==> src/rtl/boot_loader.sv <==
// Byte-stream boot loader: assembles little-endian 32-bit words and writes them into the icache boot port.
// Optional trailing XOR checksum is enabled by defining BOOT_LOADER_CHKSUM_EN.
module boot_loader #(
    parameter int ADDR_W  = 8,
    parameter int WEB_LEN = 1
) (
    input  logic              clk,
    input  logic              rst_n,
    input  logic              start,
    input  logic              in_valid,
    input  logic [7:0]        in_data,
    output logic              in_ready,
    output logic              boot_up,
    output logic [ADDR_W-1:0] boot_addr,
    output logic [31:0]       boot_datai,
    output logic              boot_web,
    output logic              done,
    output logic              err
);

    typedef enum logic [2:0] {
        ST_IDLE  = 3'd0,
        ST_HDR   = 3'd1,
        ST_DATA  = 3'd2,
        ST_WRITE = 3'd3,
`ifdef BOOT_LOADER_CHKSUM_EN
        ST_CHK   = 3'd4,
`endif
        ST_FIN   = 3'd5
    } state_t;

    function automatic logic [7:0] chk_update(input logic [7:0] acc, input logic [7:0] b);
        return acc ^ b;
    endfunction

    state_t              state_r;
    state_t              state_nx_s;
    logic                ready_nx_s;
    logic                accept_s;
    logic                last_beat_s;
    logic                in_ready_r;
    logic                boot_up_r;
    logic [ADDR_W-1:0]   boot_addr_r;
    logic [31:0]         boot_datai_r;
    logic                boot_web_r;
    logic                done_r;
    logic                err_r;
    logic [23:0]         word_r;
    logic [1:0]          byte_idx_r;
    logic [8:0]          words_left_r;
    logic [1:0]          web_cnt_r;
    logic                addr_inc_r;
`ifdef BOOT_LOADER_CHKSUM_EN
    logic [7:0]          chk_r;
`endif

    assign accept_s    = in_valid & in_ready_r;
    assign last_beat_s = (web_cnt_r == 2'(WEB_LEN - 1));

    // State register.
    always_ff @(posedge clk or negedge rst_n) begin
        if (!rst_n) begin
            state_r <= ST_IDLE;
        end else begin
            state_r <= state_nx_s;
        end
    end

    // Next-state decode and the in_ready value for the coming state.
    always_comb begin
        state_nx_s = state_r;
        ready_nx_s = 1'b0;
        case (state_r)
            ST_IDLE: begin
                if (start) state_nx_s = ST_HDR;
                else       state_nx_s = ST_IDLE;
            end
            ST_HDR: begin
                if (accept_s) state_nx_s = ST_DATA;
                else          state_nx_s = ST_HDR;
            end
            ST_DATA: begin
                if (accept_s && (byte_idx_r == 2'd3)) state_nx_s = ST_WRITE;
                else                                  state_nx_s = ST_DATA;
            end
            ST_WRITE: begin
                if (!last_beat_s) begin
                    state_nx_s = ST_WRITE;
                end else if (words_left_r == 9'd1) begin
`ifdef BOOT_LOADER_CHKSUM_EN
                    state_nx_s = ST_CHK;
`else
                    state_nx_s = ST_FIN;
`endif
                end else begin
                    state_nx_s = ST_DATA;
                end
            end
`ifdef BOOT_LOADER_CHKSUM_EN
            // A bad checksum parks in IDLE with boot_up still high so the core stays in reset.
            ST_CHK: begin
                if (!accept_s)               state_nx_s = ST_CHK;
                else if (in_data == chk_r)   state_nx_s = ST_FIN;
                else                         state_nx_s = ST_IDLE;
            end
`endif
            ST_FIN:  state_nx_s = ST_IDLE;
            default: state_nx_s = ST_IDLE;
        endcase
`ifdef BOOT_LOADER_CHKSUM_EN
        if (state_nx_s == ST_HDR || state_nx_s == ST_DATA || state_nx_s == ST_CHK) ready_nx_s = 1'b1;
        else                                                                       ready_nx_s = 1'b0;
`else
        if (state_nx_s == ST_HDR || state_nx_s == ST_DATA) ready_nx_s = 1'b1;
        else                                               ready_nx_s = 1'b0;
`endif
    end

    // Datapath and registered outputs.
    always_ff @(posedge clk or negedge rst_n) begin
        if (!rst_n) begin
            in_ready_r   <= 1'b0;
            boot_up_r    <= 1'b0;
            boot_addr_r  <= '0;
            boot_datai_r <= 32'd0;
            boot_web_r   <= 1'b1;
            done_r       <= 1'b0;
            err_r        <= 1'b0;
            word_r       <= 24'd0;
            byte_idx_r   <= 2'd0;
            words_left_r <= 9'd0;
            web_cnt_r    <= 2'd0;
            addr_inc_r   <= 1'b0;
`ifdef BOOT_LOADER_CHKSUM_EN
            chk_r        <= 8'd0;
`endif
        end else begin
            in_ready_r <= ready_nx_s;
            boot_web_r <= (state_nx_s != ST_WRITE);
            // Address advances one cycle after boot_web rises so the write address is held past the edge.
            if (addr_inc_r) begin
                boot_addr_r <= boot_addr_r + ADDR_W'(1);
                addr_inc_r  <= 1'b0;
            end
            case (state_r)
                ST_IDLE: begin
                    if (start) begin
                        boot_up_r <= 1'b1;
                        done_r    <= 1'b0;
                        err_r     <= 1'b0;
`ifdef BOOT_LOADER_CHKSUM_EN
                        chk_r     <= 8'd0;
`endif
                    end
                end
                ST_HDR: begin
                    if (accept_s) begin
                        words_left_r <= (in_data == 8'd0) ? 9'd256 : {1'b0, in_data};
                        boot_addr_r  <= '0;
                        byte_idx_r   <= 2'd0;
                    end
                end
                ST_DATA: begin
                    if (accept_s) begin
                        byte_idx_r <= byte_idx_r + 2'd1;
`ifdef BOOT_LOADER_CHKSUM_EN
                        chk_r      <= chk_update(chk_r, in_data);
`endif
                        case (byte_idx_r)
                            2'd0:    word_r[7:0]   <= in_data;
                            2'd1:    word_r[15:8]  <= in_data;
                            2'd2:    word_r[23:16] <= in_data;
                            default: begin
                                boot_datai_r <= {in_data, word_r};
                                web_cnt_r    <= 2'd0;
                            end
                        endcase
                    end
                end
                ST_WRITE: begin
                    web_cnt_r <= web_cnt_r + 2'd1;
                    if (last_beat_s) begin
                        words_left_r <= words_left_r - 9'd1;
                        addr_inc_r   <= 1'b1;
                    end
                end
`ifdef BOOT_LOADER_CHKSUM_EN
                ST_CHK: begin
                    if (accept_s && (in_data != chk_r)) begin
                        err_r  <= 1'b1;
                        done_r <= 1'b1;
                    end
                end
`endif
                default: begin
                end
            endcase
            if (state_nx_s == ST_FIN) begin
                boot_up_r <= 1'b0;
                done_r    <= 1'b1;
            end
        end
    end

    assign in_ready   = in_ready_r;
    assign boot_up    = boot_up_r;
    assign boot_addr  = boot_addr_r;
    assign boot_datai = boot_datai_r;
    assign boot_web   = boot_web_r;
    assign done       = done_r;
    assign err        = err_r;

endmodule

==> config.mk <==
export PLATFORM = sky130hd
export DESIGN_NAME = boot_loader
export DESIGN_NICKNAME = d
export VERILOG_FILES = /design/src/rtl/boot_loader.sv
export SDC_FILE = /design/constraint.sdc
export NUM_CORES = 1
export LEC_CHECK = 0
export CORE_MARGIN = 2
export CORE_UTILIZATION = 47
export CTS_CLUSTER_SIZE = 40
export DETAILED_ROUTE_END_ITERATION = 8
export DONT_BUFFER_PORTS = 1
export SYNTH_ARGS = -nofsm -noshare
export SYNTH_HDL_FRONTEND = slang
export SYNTH_SLANG_ARGS = --single-unit
==> constraint.sdc <==
create_clock -name clk -period 3.46 [get_ports clk]
set_input_delay 0.692 -clock clk [delete_from_list [all_inputs] [get_ports clk]]
set_output_delay 0.692 -clock clk [all_outputs]
set_load 0.005 [all_outputs]
After elaboration in Yosys (flattened, before gate mapping). Cells that the tools add are included. W data, S select, Z words.

Reduce and logical (&&, ||, !) cells: 20. Eq/ne operators: 15. Muxes and demuxes: 28. Bitwise operators: 2. $add $sub $neg: 4.

Operator list (number): $mux W9 (3); $mux W8 (3); $reduce_and A3 Y1 (7); $pmux W9 S2 (1); $pmux W3 S4 (1); $mux W1 (11); $mux W2 (5); $reduce_bool A2 Y1 (5); $eq A3 B2 Y1 const B (3); $eq A9 B1 Y1 const B (1); $sub A9 B1 Y9 const B (1); $add A8 B1 Y8 const B (1); $logic_not A8 Y1 (1); $ne A2 B2 Y1 const B (4); $pmux W2 S2 (2); $eq A3 B1 Y1 const B (2); $mux W3 (2); $add A2 B1 Y2 const B (2); $eq A2 B2 Y1 const B (2); $logic_not A2 Y1 (2); $eq A3 B3 Y1 const B (1); $logic_not A3 Y1 (1); $ne A3 B2 Y1 const B (1); $reduce_or A3 Y1 (1); 6 further kinds (6).

Register bits: 85. Bits of input ports: 12. Output and inout port bits: 45.

Longest topological paths before layout.
Word-level depth: 7. Depth in mapped cells: 7. Depth with buffers taken out: 7.

Worst setup path after synthesis. No wires, ideal clock.

Path type: in2reg. Start point: input in_valid. End point: register boot_datai_r[0] (netlist: boot_datai[0]). Cell stages on the path: 4. Data arrival time: 1.570 ns. Slack: 1.766 ns. Data required time: 3.335 ns. Path buffers: 1. Cells stage by stage: and3_1 nand3_1 buf_2 mux2_2.

Cells in the longest elaborated chain, start to end: 2.

Ends and longest elaborated chain: from (decl) (RTL line 10) `input logic in_valid,`; $and A1 B1 Y1 (RTL line 57) `assign accept_s = in_valid & in_ready_r;`; $reduce_and A3 Y1 (no line); to (signal assigned) (RTL line 174) `boot_datai_r <= {in_data, word_r};`; to (decl) (RTL line 44) `logic [31:0] boot_datai_r;`.

No other way between the ends. A chain may end at the register's enable or synchronous reset.

Final worst setup path.
Start point: register byte_idx_r[0]. End point: register boot_datai_r[6] (netlist: boot_datai[6]).

Cells in the longest elaborated chain, start to end: 4. Elaborated cells between the ends (all ways): 6.

Ends and longest elaborated chain: from (decl) (RTL line 49) `logic [1:0] byte_idx_r;`; from (signal assigned) (RTL line 165) `byte_idx_r <= byte_idx_r + 2'd1;`; $eq A2 B2 Y1 (tied with other cells) (RTL line 169) `case (byte_idx_r)`; $reduce_or A3 Y1 (no line) (*); $not A1 Y1 (no line) (*); $reduce_and A3 Y1 (no line) (*).

Every way passes the cells marked *; elsewhere a longest branch is shown, timed or not.

==> impl_metrics.json <==
{
  "yosys_warnings": 0,
  "slowest_stage": "nand3_1",
  "ff_latch_area_um2": 2130,
  "syn_to_final_growth_pct": 7.48,
  "required_ns": 3.70,
  "rsz0062_at_grt": "no",
  "first_pass_iters": 4,
  "status": "finished, final reports clean",
  "synth_edf_count": 0,
  "overflow": 0,
  "vias_per_cell": 5.61,
  "startpoint_type": "register",
  "multi_input_area_um2": 1410,
  "wirelength_um": 7200,
  "cts_root_buf": "clkbuf_8",
  "p_int_uw": 2320,
  "drt_iter0_drc": 74,
  "max_freq_mhz": 442,
  "place_hpwl_um": 4500,
  "synthArstFlopShare_pct": 100,
  "first_global_vias": 2249,
  "postCtsSetupBuffers": 0,
  "num_antenna_cells": 0,
  "clock_latency_ns": 0.36,
  "ir_worst_vdd_mv": 0.296,
  "cp_slowest_stage_delay_ns": 0.57,
  "drv_slew": 0,
  "ys_seq_area_share_pct": 58.3,
  "worstMarginPinSlew_ns": 0.823,
  "yosys-top-cells-area": "dfrtp_1 58%, mux2_2 18%, ha_1 3.1%, o21ai_0 2.1%, nor2_1 2.0%",
  "netlist.area_leader.share_pct": 57.6,
  "path_clk_slew_ns": 0.09,
  "p_sw_share_pct": 33.5,
  "finalHoldViolCount": 0,
  "antenna_found_initial": 0,
  "drv_cap": 0,
  "fillCellCount": 686,
  "p_leak_uw": 0.00174,
  "cp-end-kind": "register",
  "ctsLongestPathBuffers": 2,
  "switchingPower_uw": 1170,
  "relSlewSlack_pct": 45.0,
  "ys_ff_latch": 85,
  "start_util_pct": 48.0,
  "synth_top_flop_cell": "dfrtp_1",
  "layout-drive-gt1-share_pct": 27.6,
  "cts-buffers-inserted": 9,
  "gp_congestion": 0.755,
  "tns_ns": 0,
  "p_seq_share_pct": 53.2,
  "final_core_util_pct": 51.5,
  "crit_chain": "ha_1 > and3_1 > nand3_1 > buf_4 > mux2_2",
  "dpl_worst_slack_ns": 1.08,
  "die_w_um": 92.1,
  "min_path_type": "input port to asynchronous set/reset pin",
  "grt_use_total_pct": 18.0,
  "cts_tree": "yes",
  "arrival_ns": 2.50,
  "ctsResizeCount": 0,
  "cts.sinks": 85,
  "avgSynthCellArea_um2": 12.9,
  "core_um2": 7610,
  "synth_area_um2": 3650,
  "via_count": 2177,
  "comb_power_share_pct": 27.6,
  "synth_top_area_cell": "dfrtp_1",
  "wl_per_cell_um": 18.6,
  "fin_nets": 304,
  "ios": 57,
  "ant_nets": 0,
  "synth_cells": 282,
  "setup_viol": 0,
  "dieArea_um2": 8480,
  "yosysUniqueCellTypes": 49,
  "htreeDepth": 3,
  "criticalPathCategory": "register to register",
  "yosysMostFrequentCell": "dfrtp_1",
  "postCtsHoldBufs": 0,
  "clkPwrFrac_pct": 19.3,
  "rows": 32,
  "grt_max_degree": 86,
  "p_per_area_nw_per_um2": 892,
  "drc": 0,
  "synthTopCellsByCount": "84 x dfrtp_1, 57 x mux2_2, 19 x nor2_1",
  "fin_ws_ns": 1.20,
  "syn_nets": 303,
  "fin_crit_ns": 2.26,
  "finalPower_uw": 3500,
  "fin_skew_ns": 0.00811,
  "port_buffers": 0,
  "grt_pass1_wl_um": 11700,
  "critical_path.max_fanout": 17,
  "fin_crit_sh_pct": 65.4,
  "die_h_um": 92.1
}
==> worst paths after layout <==
check                               from        endpoint  slack, ns  cells after the start
max                        byte_idx_r[0]   boot_datai[6]       1.20                      5
min                                rst_n    boot_addr[7]       0.03                      0
max reg2reg                byte_idx_r[0]   boot_datai[6]       1.20                      5
min reg2reg                 web_cnt_r[0]    web_cnt_r[0]       0.50                      1
max in group asynchronous          rst_n  boot_datai[25]       3.16                      1
min in group clk              in_data[2]  boot_datai[26]       0.48                      1
==> placed cells by master (no fill, tap or decap), types with 4 or more instances in the layout <==
| master | n |
|---|---|
| dfrtp_1 | 84 |
| nor2_1 | 19 |
| mux2_2 | 57 |
| a21oi_1 | 9 |
| nor3_1 | 4 |
| nand3_1 | 4 |
| xor2_1 | 4 |
| clkbuf_8 | 9 |
| ha_1 | 9 |
| o21ai_0 | 15 |
| nand2_1 | 5 |
| nand4_1 | 4 |
| inv_1 | 12 |
==> registers in the layout, summed over array words and instances, names as in the netlist <==
register / count
boot_datai: 32
done: 1
addr_inc_r: 1
byte_idx_r: 2
web_cnt_r: 2
words_left_r: 9
in_ready: 1
state_r: 3
boot_addr: 8
word_r: 24
boot_up: 1
boot_web: 1
==> cell families (layout without fill, tap and decap cells) <==
kind of cell	after synthesis	after routing	synth area share, %
adders and majority gates	9	9	3.09
DFF	85	85	58.3
AOI/OAI and AO/OA	44	44	8.03
muxes	58	58	17.9
and+or+nand+nor	56	56	8.47
xor gates and xnor gates	5	5	1.20
buffers and inverters	24	28	2.91
other	1	1	0.103
==> per-layer routing <==
metal / vias to the layer above / GRT usage [%] / part of all wire, %
met4: 0 / 7.21 / 1.6
met3: 10 / 6.00 / 5.5
li1: 1007 / - / -
met5: - / 0 / 0
met2: 46 / 27.2 / 47
met1: 1114 / 24.1 / 46
==> metrics by stage <==
stage | cells | hold slack, ns | instance area, µm²
after detailed placement | 373 | 0.398 | 3720
final | 388 | 0.0297 | 3920
after global routing | 388 | 0.000223 | 3920
after floorplan | 282 | 0.396 | 3650
after global placement | 373 | 0.398 | 3720
after CTS | 387 | 0.0104 | 3900
==> critical path, delay by kind of cell (launching register included) <==
kind,cells,cell delay [ns]
simple gates,2,0.73
flops,1,0.43
buf+inv,1,0.39
mux,1,0.36
fa+ha+maj,1,0.22
==> area by class of cell <==
class                   count  share of cell area [%]
repair buffers              2                   0.702
flip-flops and latches     85                    54.3
clock inverters             4                    1.31
clock buffers              10                    3.25
multi-input cells         173                    36.1
inverters                  12                    1.15
well taps                 102                    3.25
==> power by group through the flow <==
stage | sequential, µW | combinational (µW) | clock, µW
CTS | 1870 | 967 | 698
global route | 1930 | 1090 | 737
finish | 1860 | 964 | 674
floorplan | 1760 | 858 | 0
global placement | 1870 | 921 | 0
detailed placement | 1890 | 960 | 0
No activity file was read; power rests on OpenSTA's default activity.
